--- src/rtl/branch_target_predictor.sv ---
// Direct-mapped branch target buffer with saturating direction counters and branch statistics.
// Optional gshare indexing is enabled by defining BP_GSHARE_EN.
module branch_target_predictor #(
    parameter int ENTRIES = 16,
    parameter int TAG_W   = 8,
    parameter int CTR_W   = 2,
    parameter int GHR_W   = 4,
    localparam int IDX_W  = $clog2(ENTRIES)
) (
    input  logic             clk,
    input  logic             reset,
    input  logic [31:0]      PCF,
    output logic             PredTakenF,
    output logic [31:0]      PredTargetF,
    output logic [IDX_W-1:0] PredIdxF,
    input  logic             BranchE,
    input  logic [31:0]      PCE,
    input  logic [IDX_W-1:0] IdxE,
    input  logic             BranchTakenE,
    input  logic [31:0]      TargetE,
    input  logic             PredTakenE,
    input  logic [31:0]      PredTargetE,
    output logic             MispredictE,
    output logic [31:0]      BranchCnt,
    output logic [31:0]      MispredCnt
);
    localparam logic [CTR_W-1:0] CTR_WNT = {1'b0, {(CTR_W-1){1'b1}}};
    localparam logic [CTR_W-1:0] CTR_WT  = {1'b1, {(CTR_W-1){1'b0}}};
    localparam logic [CTR_W-1:0] CTR_MAX = '1;

    logic             validArr  [ENTRIES];
    logic [TAG_W-1:0] tagArr    [ENTRIES];
    logic [31:0]      targetArr [ENTRIES];
    logic [CTR_W-1:0] ctrArr    [ENTRIES];

    logic [IDX_W-1:0] pcIdx, lookIdx, updIdx;
    logic [TAG_W-1:0] pcTag, updTag;
    logic             hit, uHit, mispred;
    logic             unusedBits;

    assign pcIdx  = PCF[IDX_W+1:2];
    assign pcTag  = PCF[IDX_W+TAG_W+1:IDX_W+2];
    assign updTag = PCE[IDX_W+TAG_W+1:IDX_W+2];
    // PC bits outside index/tag fields carry no information for the table
    assign unusedBits = ^{PCF, PCE, IdxE};

`ifdef BP_GSHARE_EN
    logic [GHR_W-1:0] ghr;
    logic [IDX_W-1:0] ghrFit;

    generate
        if (GHR_W >= IDX_W) begin : gTrunc
            assign ghrFit = ghr[IDX_W-1:0];
        end else begin : gExt
            assign ghrFit = {{(IDX_W-GHR_W){1'b0}}, ghr};
        end
    endgenerate

    assign lookIdx = pcIdx ^ ghrFit;
    assign updIdx  = IdxE;

    always_ff @(posedge clk or negedge reset) begin
        if (!reset)
            ghr <= '0;
        else if (BranchE)
            ghr <= {ghr[GHR_W-2:0], BranchTakenE};
    end
`else
    assign lookIdx = pcIdx;
    assign updIdx  = PCE[IDX_W+1:2];
`endif

    assign hit     = validArr[lookIdx] && (tagArr[lookIdx] == pcTag);
    assign uHit    = validArr[updIdx] && (tagArr[updIdx] == updTag);
    assign mispred = BranchE && ((PredTakenE != BranchTakenE) ||
                                 (BranchTakenE && (PredTargetE != TargetE)));

    // All outputs are forced low while reset is held
    assign PredTakenF  = reset && hit && ctrArr[lookIdx][CTR_W-1];
    assign PredTargetF = PredTakenF ? targetArr[lookIdx] : 32'h0;
    assign PredIdxF    = reset ? lookIdx : '0;
    assign MispredictE = reset && mispred;

    always_ff @(posedge clk or negedge reset) begin
        if (!reset) begin
            for (int i = 0; i < ENTRIES; i++) begin
                validArr[i] <= 1'b0;
                ctrArr[i]   <= CTR_WNT;
            end
            BranchCnt  <= '0;
            MispredCnt <= '0;
        end else if (BranchE) begin
            if (uHit) begin
                if (BranchTakenE && ctrArr[updIdx] != CTR_MAX)
                    ctrArr[updIdx] <= ctrArr[updIdx] + 1'b1;
                else if (!BranchTakenE && ctrArr[updIdx] != '0)
                    ctrArr[updIdx] <= ctrArr[updIdx] - 1'b1;
            end else if (BranchTakenE) begin
                validArr[updIdx] <= 1'b1;
                ctrArr[updIdx]   <= CTR_WT;
            end
            if (BranchCnt != 32'hFFFF_FFFF)
                BranchCnt <= BranchCnt + 32'd1;
            if (mispred && MispredCnt != 32'hFFFF_FFFF)
                MispredCnt <= MispredCnt + 32'd1;
        end
    end

    // Tag/target need no reset: entries are guarded by validArr.
    // Rewriting the tag on a taken hit stores the same value.
    always_ff @(posedge clk) begin
        if (BranchE && BranchTakenE) begin
            tagArr[updIdx]    <= updTag;
            targetArr[updIdx] <= TargetE;
        end
    end
endmodule
--- config.mk ---
export PLATFORM = sky130hd
export DESIGN_NAME = branch_target_predictor
export DESIGN_NICKNAME = d
export VERILOG_FILES = /design/src/rtl/branch_target_predictor.sv
export SDC_FILE = /design/constraint.sdc
export NUM_CORES = 1
export LEC_CHECK = 0
export ABC_CLOCK_PERIOD_IN_PS = 2950
export BUFFER_PORTS_ARGS = -buffer_cell sky130_fd_sc_hd__clkbuf_2
export CORE_AREA = 2 2 329 331
export DETAILED_ROUTE_END_ITERATION = 12
export DIE_AREA = 0 0 331 333
export GPL_TIMING_DRIVEN = 0
export PLACE_DENSITY = 0.49
export SLEW_MARGIN = 20
export SYNTH_ARGS = -nofsm -noshare
export SYNTH_HDL_FRONTEND = slang
export SYNTH_SLANG_ARGS = --single-unit
--- constraint.sdc ---
create_clock -name clk -period 2.95 [get_ports clk]
set_input_delay 0.1475 -clock clk [delete_from_list [all_inputs] [get_ports clk]]
set_output_delay 0.1475 -clock clk [all_outputs]
set_load 0.005 [all_outputs]
==> summary.txt, run 1 <==
Synth
  • Ys flop type: edfxtp_1
  • Async S/R FF share, synth: 0.1489
  • Distinct cells, synth: 65
  • Register bit total from synthesis: 752
  • Syn Area/Cell: 19.59 sq um
  • Synthesis warning total: 0
  • Seq/Total Area, Yosys: 0.6948
  • Post-synthesis instance total: 1619
  • Syn nets: 1760
  • EDFF count, synth: 640
  • Synth Cell Area: 31720 sq um

Critical path
  • Crit path required time: 2.80 ns
  • Critical path's slowest cell: mux4_2
  • Reg2reg path depth: 12
  • Crit-path max cell delay: 0.51 ns
  • Flop-to-flop setup slack: -0.23 ns
  • Buf/Inv on CP: 4
  • Largest delay share family, worst path: multiplexers
  • Crit-path max FO: 6
  • CP Cell Sequence: mux4_2 -> mux4_2 -> xnor2_1 -> nand4_1 -> nor2_1 -> nand4_1 -> buf_6 -> buf_12 -> clkbuf_8 -> nor2b_4 -> clkbuf_2
  • Critical path type: flip-flop to output pin
  • CP Launch Type: flip-flop
  • FF-to-FF Start: tagArr[0][7]
  • WP data arrival: 3.47 ns
  • RR Endpoint: ctrArr[14]
  • CP Capture Type: output pin

Clocking
  • CTS tree: built
  • Reg clk slew, reported paths: roughly 0.070 ns
  • Inserted Clock Buffers: 86
  • Clock Tree Root: clkbuf_16
  • Max clock buf depth: 3
  • H-tree levels: 3
  • CTS sink count: 752
  • Clock latency at the later pin of the worst-skew pair: 0.66 ns

Timing
  • # setup viols final: 56
  • Setup ws final: -0.6698 ns
  • Relative slew slack: 0.2771
  • Pins over their slew limit: 0
  • Final Cycle Share: 1.227
  • RSZ-0062 raised after global routing: true
  • FMAX: ~280 MHz
  • Final clock skew: 0.04904 ns
  • Min Tclk post-route: between 3 and 4 ns
  • Final Hold Fails: 0
  • Sum Neg Setup Slack: -22.69 ns
  • Worst slew pin tran: 1.084 ns

Route
  • Drt total wl: 94700 um
  • Router iterations before antenna repair: 7
  • Vias per cell: ~5.1
  • Starting DRT DRC Count: 1922
  • DR vias: 17740
  • WL/cell: 27.25 um
  • Final ANT Viol Nets: 0
  • Drt drc: 0

Global route
  • Largest net degree at the start of global routing: 62
  • Total gr overflow: 0
  • Initial antenna violation count: 3
  • Vias in the first global route: approximately 19000
  • First-pass GRT wire length: 135200 um
  • Aggregate global-route resource usage: 0.1718

Min path
  • WHS Path Cells: 5
  • WHS Endpoint: MispredCnt[11]
  • HP Class: input port to flip-flop
  • Worst hold start: PredTakenE

Power
  • Worst VDD drop: around 0.44 mV
  • Seq pwr share: 0.488
  • Power Density: 623.4 nW/um^2
  • Leak: approximately 14 nW
  • Comb pwr share: 0.085
  • Clock Power Share: 0.427
  • Net Sw Frac: 0.2335
  • P_int: 18.98 mW
  • Switching power: 5.785 mW

Flow run
  • Max-Cap Viols: 0

Run status
  • Status: complete, but fails checks
  • Failing checks: negative setup slack

Die
  • Horiz. Die Dim: 331 um
  • Initial core utilization: 0.2976
  • Site row count: 120
  • Die Y-Extent: around 330 um
  • IO Count: 239
  • DIE AREA: 110200 sq um
  • Core ar.: ~110000 sq um

Layout
  • Nets: 2141
  • Area growth, synth to finish: 25.26%
  • Commonest non-fill, non-tap cell in the layout: edfxtp_1
  • Share of layout cells above drive strength 1: 0.4000
  • Fillers: 9855
  • Final Cell Area: 39730 sq um
  • Most frequent cells in the layout: edfxtp_1 (640), mux4_2 (243), clkbuf_2 (196)

Place
  • Cell Area, Placed: 35290 sq um
  • Post-DP HPWL: just over 60000 um
  • Buffers on Ports: 186
  • GPL Wtd Cong: approximately 0.81
[power by group through the flow]
| stage | sequential [mW] | clock, mW | combinational [mW] |
|---|---|---|---|
| floorplan | 12.2 | 0 | 1.10 |
| global placement | 12.3 | 0 | 1.85 |
| detailed placement | 12.3 | 0 | 1.91 |
| CTS | 12.1 | 10.8 | 2.09 |
| global route | 12.1 | 11.2 | 2.27 |
| finish | 12.1 | 10.6 | 2.10 |
[worst register-to-register path, delay by kind of cell (launching register included)]
kind / cells / cell delay, ns
muxes: 3 / 1.03
AOI/OAI and AO/OA: 3 / 0.61
buffers and inverters: 4 / 0.55
DFF: 1 / 0.40
xor gates and xnor gates: 1 / 0.28
and+or+nand+nor: 1 / 0.21
[sequential cells by signal, summed over array words and instances (netlist names)]
register	count
targetArr	512
MispredCnt	32
BranchCnt	32
ctrArr	32
validArr	16
tagArr	128
[kinds of logic after synthesis]
| family | Yosys count | share of synthesized area |
|---|---|---|
| compound gates | 74 | 0.01897 |
| xor+xnor | 113 | 0.03120 |
| fa+ha+maj | 4 | 0.001578 |
| buf+inv | 100 | 0.01495 |
| flops | 752 | 0.6948 |
| mux | 303 | 0.1933 |
| simple gates | 273 | 0.04512 |
[what timing repair did]
action                                 4_1_cts  5_1_grt
hold buffers                                45        0
gates cloned                                 2        0
endpoints found under the hold margin      732        0
buffers inserted                            17       17
gates resized for setup                    136       60
pin swaps                                   13       18
setup endpoints to repair                   68       69
[worst max path at each step]
stage	start	endpoint	slack (ns)	cells past startpoint
after global placement	BranchE	targetArr[11][17]	-3.90	3
after global routing	tagArr[15][5]	PredTargetF[13]	-0.81	11
after floorplan	PCE[5]	tagArr[1][0]	-0.19	6
after detailed placement	PCF[2]	PredTargetF[28]	-2.57	14
final	tagArr[15][6]	PredTargetF[18]	-0.67	11
after CTS	tagArr[15][4]	PredTargetF[13]	-0.75	11
[cell usage after synthesis, types with 7 or more instances]
library cell / n / area share
and2_1: 12 / 0.0024
and3_1: 10 / 0.0020
and4_1: 7 / 0.0019
buf_1: 7 / 0.00083
buf_2: 27 / 0.0043
clkbuf_1: 32 / 0.0038
dfrtp_1: 96 / 0.076
dfstp_2: 16 / 0.013
edfxtp_1: 640 / 0.61
inv_1: 23 / 0.0027
mux2_1: 21 / 0.0075
mux2_2: 17 / 0.0060
mux2i_1: 21 / 0.0066
mux4_2: 241 / 0.17
nand2_1: 60 / 0.0071
nand3_1: 35 / 0.0055
nand4_1: 24 / 0.0047
nor2_1: 42 / 0.0050
nor2b_1: 34 / 0.0067
nor3_1: 17 / 0.0027
o21ai_0: 10 / 0.0016
o21bai_1: 12 / 0.0028
o32ai_1: 7 / 0.0019
or3_1: 10 / 0.0020
xnor2_1: 61 / 0.017
xor2_1: 52 / 0.014
[layer usage]
| layer | GRT usage | wire, um |
|---|---|---|
| met5 | 0 | 0 |
| met4 | 0.03987 | 2011 |
| met3 | 0.03125 | 5209 |
| met2 | 0.2822 | 46230 |
| met1 | 0.2362 | 41250 |
[through the flow]
step | cells | hold WS, ns | utilization | setup slack, ns | total power [mW]
6_report | 3475 | 0.2591 | 0.3727 | -0.6698 | 24.77
5_1_grt | 3474 | 0.3119 | 0.3727 | -0.8131 | 25.63
4_1_cts | 3461 | 0.2589 | 0.3699 | -0.7463 | 24.99
3_5_place_dp | 3239 | 0.1685 | 0.3311 | -2.567 | 14.20
3_3_place_gp | 3208 | 0.4584 | 0.3234 | -3.898 | 14.13
2_1_floorplan | 1619 | -0.1481 | - | -0.1904 | 13.32
[area by class of cell]
class	count	area, sq um	area share
tap	1403	1755	0.04418
inverter	24	112.6	0.002834
antenna	2	5.005	0.0001260
buffer	74	513.0	0.01291
clock inverter	58	585.6	0.01474
timing repair buffer	295	2574	0.06478
sequential	752	22040	0.5547
clock buffer	100	2226	0.05602
multi-input combinational	767	9921	0.2497
(Power assumes the default switching activity.)
==> inputs of run 2 (changes only) <==
--- a/config.mk
+++ b/config.mk
@@ -7,11 +7,11 @@
 export LEC_CHECK = 0
 export ABC_CLOCK_PERIOD_IN_PS = 2950
 export BUFFER_PORTS_ARGS = -buffer_cell sky130_fd_sc_hd__clkbuf_2
-export CORE_AREA = 2 2 329 331
+export CORE_AREA = 2 2 346 177
 export DETAILED_ROUTE_END_ITERATION = 12
-export DIE_AREA = 0 0 331 333
+export DIE_AREA = 0 0 348 179
 export GPL_TIMING_DRIVEN = 0
-export PLACE_DENSITY = 0.49
+export PLACE_DENSITY = 0.77
 export SLEW_MARGIN = 20
 export SYNTH_ARGS = -nofsm -noshare
 export SYNTH_HDL_FRONTEND = slang
==> run 2 against run 1 <==
Compared with the run above:
- the run still ends with negative setup slack left
- global-route usage increased by 11 points
- sequential power hardly changed
- final area shrank 4.3%
- wire length fell by 8.6%
- utilization up 26 points
- setup slack got worse by 0.16 ns
- via count grew 2.7%
- sequential cell count unchanged
- sequential share of layout area up 2.5 points
- hold slack worse by 0.24 ns
==> summary.txt, run 2 (synthesized netlist as in run 1, its figures left out) <==
Critical path
  • Reg2reg path depth: 9 (was 12)
  • Buf/Inv on CP: 3 (was 4)
  • CP Capture Type: output pin (unchanged)
  • CP Launch Type: flip-flop (unchanged)
  • Critical path's slowest cell: mux4_2 (unchanged)
  • Flop-to-flop setup slack: -0.21 ns (was -0.23 ns)
  • CP Cell Sequence: mux4_2 -> mux4_2 -> xnor2_2 -> nand4_1 -> nor2_1 -> nand4_1 -> buf_6 -> clkbuf_8 -> nor2b_2 -> clkbuf_2 (was mux4_2 -> mux4_2 -> xnor2_1 -> nand4_1 -> nor2_1 -> nand4_1 -> buf_6 -> buf_12 -> clkbuf_8 -> nor2b_4 -> clkbuf_2)
  • Crit-path max cell delay: 0.53 ns (was 0.51 ns)
  • Largest delay share family, worst path: multiplexers (unchanged)
  • WP data arrival: 3.63 ns (was 3.47 ns)
  • FF-to-FF Start: tagArr[6][4] (was tagArr[0][7])
  • Crit-path max FO: 10 (was 6)
  • Critical path type: flip-flop to output pin (unchanged)
  • RR Endpoint: ctrArr[23] (was ctrArr[14])
  • Crit path required time: 2.80 ns (about the same)

Route
  • Routed wl met3: 11070 um (was 5209 um)
  • Vias per cell: 6.458 (was 5.104)
  • Drt drc: 0 (unchanged)
  • Detail Route met2 WL: 37990 um (was 46230 um)
  • DR vias: 18230 (was 17740)
  • Final ANT Viol Nets: 0 (unchanged)
  • Starting DRT DRC Count: 2627 (was 1922)
  • WL/cell: 30.68 um (was 27.25 um)
  • Drt total wl: 86580 um (was 94700 um)
  • Wl on met1: 35500 um (was 41250 um)
  • Router iterations before antenna repair: 5 (was 7)
  • Top routing layer in use: met5 (was met4)

Layout
  • Fillers: 3957 (was 9855)
  • Share of layout cells above drive strength 1: 0.3869 (was 0.4000)
  • Flip-flop and latch area: 22040 sq um (unchanged)
  • Largest registers: targetArr x512, tagArr x128 (unchanged)
  • Area growth, synth to finish: 19.86% (was 25.26%)
  • Max reg flops: 512 (unchanged)
  • Commonest non-fill, non-tap cell in the layout: edfxtp_1 (unchanged)
  • Nets: 2121 (was 2141)
  • Area occupied by multi-input gates: 9879 sq um (was 9921 sq um)
  • Biggest register: targetArr (unchanged)
  • Most frequent cells in the layout: edfxtp_1 (640), mux4_2 (243), clkbuf_2 (201) (was edfxtp_1 (640), mux4_2 (243), clkbuf_2 (196))
  • Final Util: 0.6356 (was 0.3727)
  • Final Cell Area: 38020 sq um (was 39730 sq um)

Timing
  • Min Tclk post-route: 3.777 ns (was 3.620 ns)
  • FMAX: 264.8 MHz (was 276.3 MHz)
  • Final Cycle Share: 1.280 (was 1.227)
  • Pins over their slew limit: 0 (unchanged)
  • Final clock skew: 0.04099 ns (was 0.04904 ns)
  • RSZ-0062 raised after global routing: true (unchanged)
  • Worst slew pin tran: 1.070 ns (was 1.084 ns)
  • Setup ws final: -0.8268 ns (was -0.6698 ns)
  • # setup viols final: 63 (was 56)
  • WHS: 0.01474 ns (was 0.2591 ns)
  • Final Hold Fails: 0 (unchanged)
  • Relative slew slack: 0.2849 (was 0.2771)

Power
  • Seq pwr share: 0.532 (was 0.488)
  • Switching power: 5.346 mW (was 5.785 mW)
  • Final Power: 22.71 mW (was 24.77 mW)
  • P_int: 17.36 mW (was 18.98 mW)
  • Clock Power Share: 0.376 (was 0.427)
  • Worst VDD drop: 0.4154 mV (was 0.4399 mV)
  • Power Density: 597.2 nW/um^2 (was 623.4 nW/um^2)
  • Net Sw Frac: 0.2354 (was 0.2335)
  • Leak: 13.13 nW (was 13.58 nW)
  • Comb pwr share: 0.093 (was 0.085)

Die
  • Horiz. Die Dim: 348 um (was 331 um)
  • Initial core utilization: 0.5303 (was 0.2976)
  • IO Count: 239 (unchanged)
  • DIE AREA: 62290 sq um (was 110200 sq um)
  • Core ar.: 59820 sq um (was 106600 sq um)
  • Die Y-Extent: 179 um (was 333 um)
  • Site row count: 64 (was 120)

Clocking
  • Reg clk slew, reported paths: 0.07 ns (about the same)
  • Max clock buf depth: 3 (unchanged)
  • CTS sink count: 752 (unchanged)
  • Clock latency at the later pin of the worst-skew pair: 0.63 ns (was 0.66 ns)
  • Inserted Clock Buffers: 66 (was 86)
  • H-tree levels: 3 (unchanged)
  • Clock Tree Root: clkbuf_16 (unchanged)
  • CTS tree: built (unchanged)

Global route
  • Vias in the first global route: 17740 (was 18610)
  • Initial antenna violation count: 2 (was 3)
  • First-pass GRT wire length: 122700 um (was 135200 um)
  • Total gr overflow: 0 (unchanged)
  • Aggregate global-route resource usage: 0.2789 (was 0.1718)
  • Largest net degree at the start of global routing: 91 (was 62)

Place
  • Buffers on Ports: 186 (unchanged)
  • Pre-CTS WS: -1.715 ns (was -2.567 ns)
  • Cell Area, Placed: 34380 sq um (was 35290 sq um)
  • Post-DP HPWL: 54880 um (was 61530 um)
  • GPL Wtd Cong: 0.9446 (was 0.8131)

Min path
  • WHS Endpoint: targetArr[9][7] (was MispredCnt[11])
  • Worst hold start: TargetE[7] (was PredTakenE)
  • WHS Path Cells: 1 (was 5)
  • HP Class: input port to flip-flop (unchanged)

Run status
  • Status: complete, but fails checks (unchanged)
  • Failing checks: negative setup slack (unchanged)

Flow run
  • Max-Cap Viols: 0 (unchanged)
[run 2: changes by cell type in the layout (fill, tap and decap cells not counted), moves of 7 or more]
cell,delta
buf_2,-7
buf_4,+17
clkbuf_16,-21
clkinv_1,-9
clkinv_2,-14
nor2b_4,-7
[run 2: how the worst max path moves through the flow]
stage,startpoint,cells after the start,end,slack (ns)
2_1_floorplan,PCE[5],6,tagArr[1][0],-0.19
4_1_cts,tagArr[12][0],10,PredTargetF[2],-0.70
6_report,tagArr[3][5],10,PredTargetF[16],-0.83
3_5_place_dp,PCF[2],14,PredTargetF[29],-1.72
3_3_place_gp,PCE[3],6,targetArr[3][3],-3.06
5_1_grt,tagArr[3][5],10,PredTargetF[3],-0.88
[run 2: area by class of cell]
type / count / area share
Sequential cell: 752 / 0.5797
Multi-Input combinational cell: 767 / 0.2598
Timing Repair Buffer: 295 / 0.06345
Clock buffer: 82 / 0.04502
Tap cell: 792 / 0.02606
Buffer: 74 / 0.01339
Clock inverter: 35 / 0.009510
Inverter: 24 / 0.002962
Antenna cell: 1 / 0.00006582
[run 2: power groups by stage]
stage	Clock (mW)	Combinational (mW)	Sequential, mW
6_report	8.53	2.11	12.1
4_1_cts	8.63	2.04	12.1
3_3_place_gp	0	1.76	12.3
5_1_grt	9.03	2.23	12.1
2_1_floorplan	0	1.10	12.2
3_5_place_dp	0	1.86	12.3
[run 2: layer usage]
layer  GRT usage  up-vias
met1      0.4137     9476
li1            -     7317
met5           0        -
met3     0.09451      147
met4     0.07071        2
met2      0.3997     1283
[run 2: what timing repair did]
action / CTS / global route
hold endpoints to repair: 575 / 0
endpoints found under the setup margin: 77 / 85
pin swaps: 18 / 15
hold buffers: 41 / 0
gates resized for setup: 140 / 28
buffers inserted: 28 / 15
gates cloned: 2 / 0
[run 2: metrics by stage]
stage               TNS [ns]  instances
finish                -29.55       2822
global route          -33.41       2822
CTS                   -25.20       2808
detailed placement   -106.56       2622
global placement    -1093.33       2597
floorplan             -22.67       1619
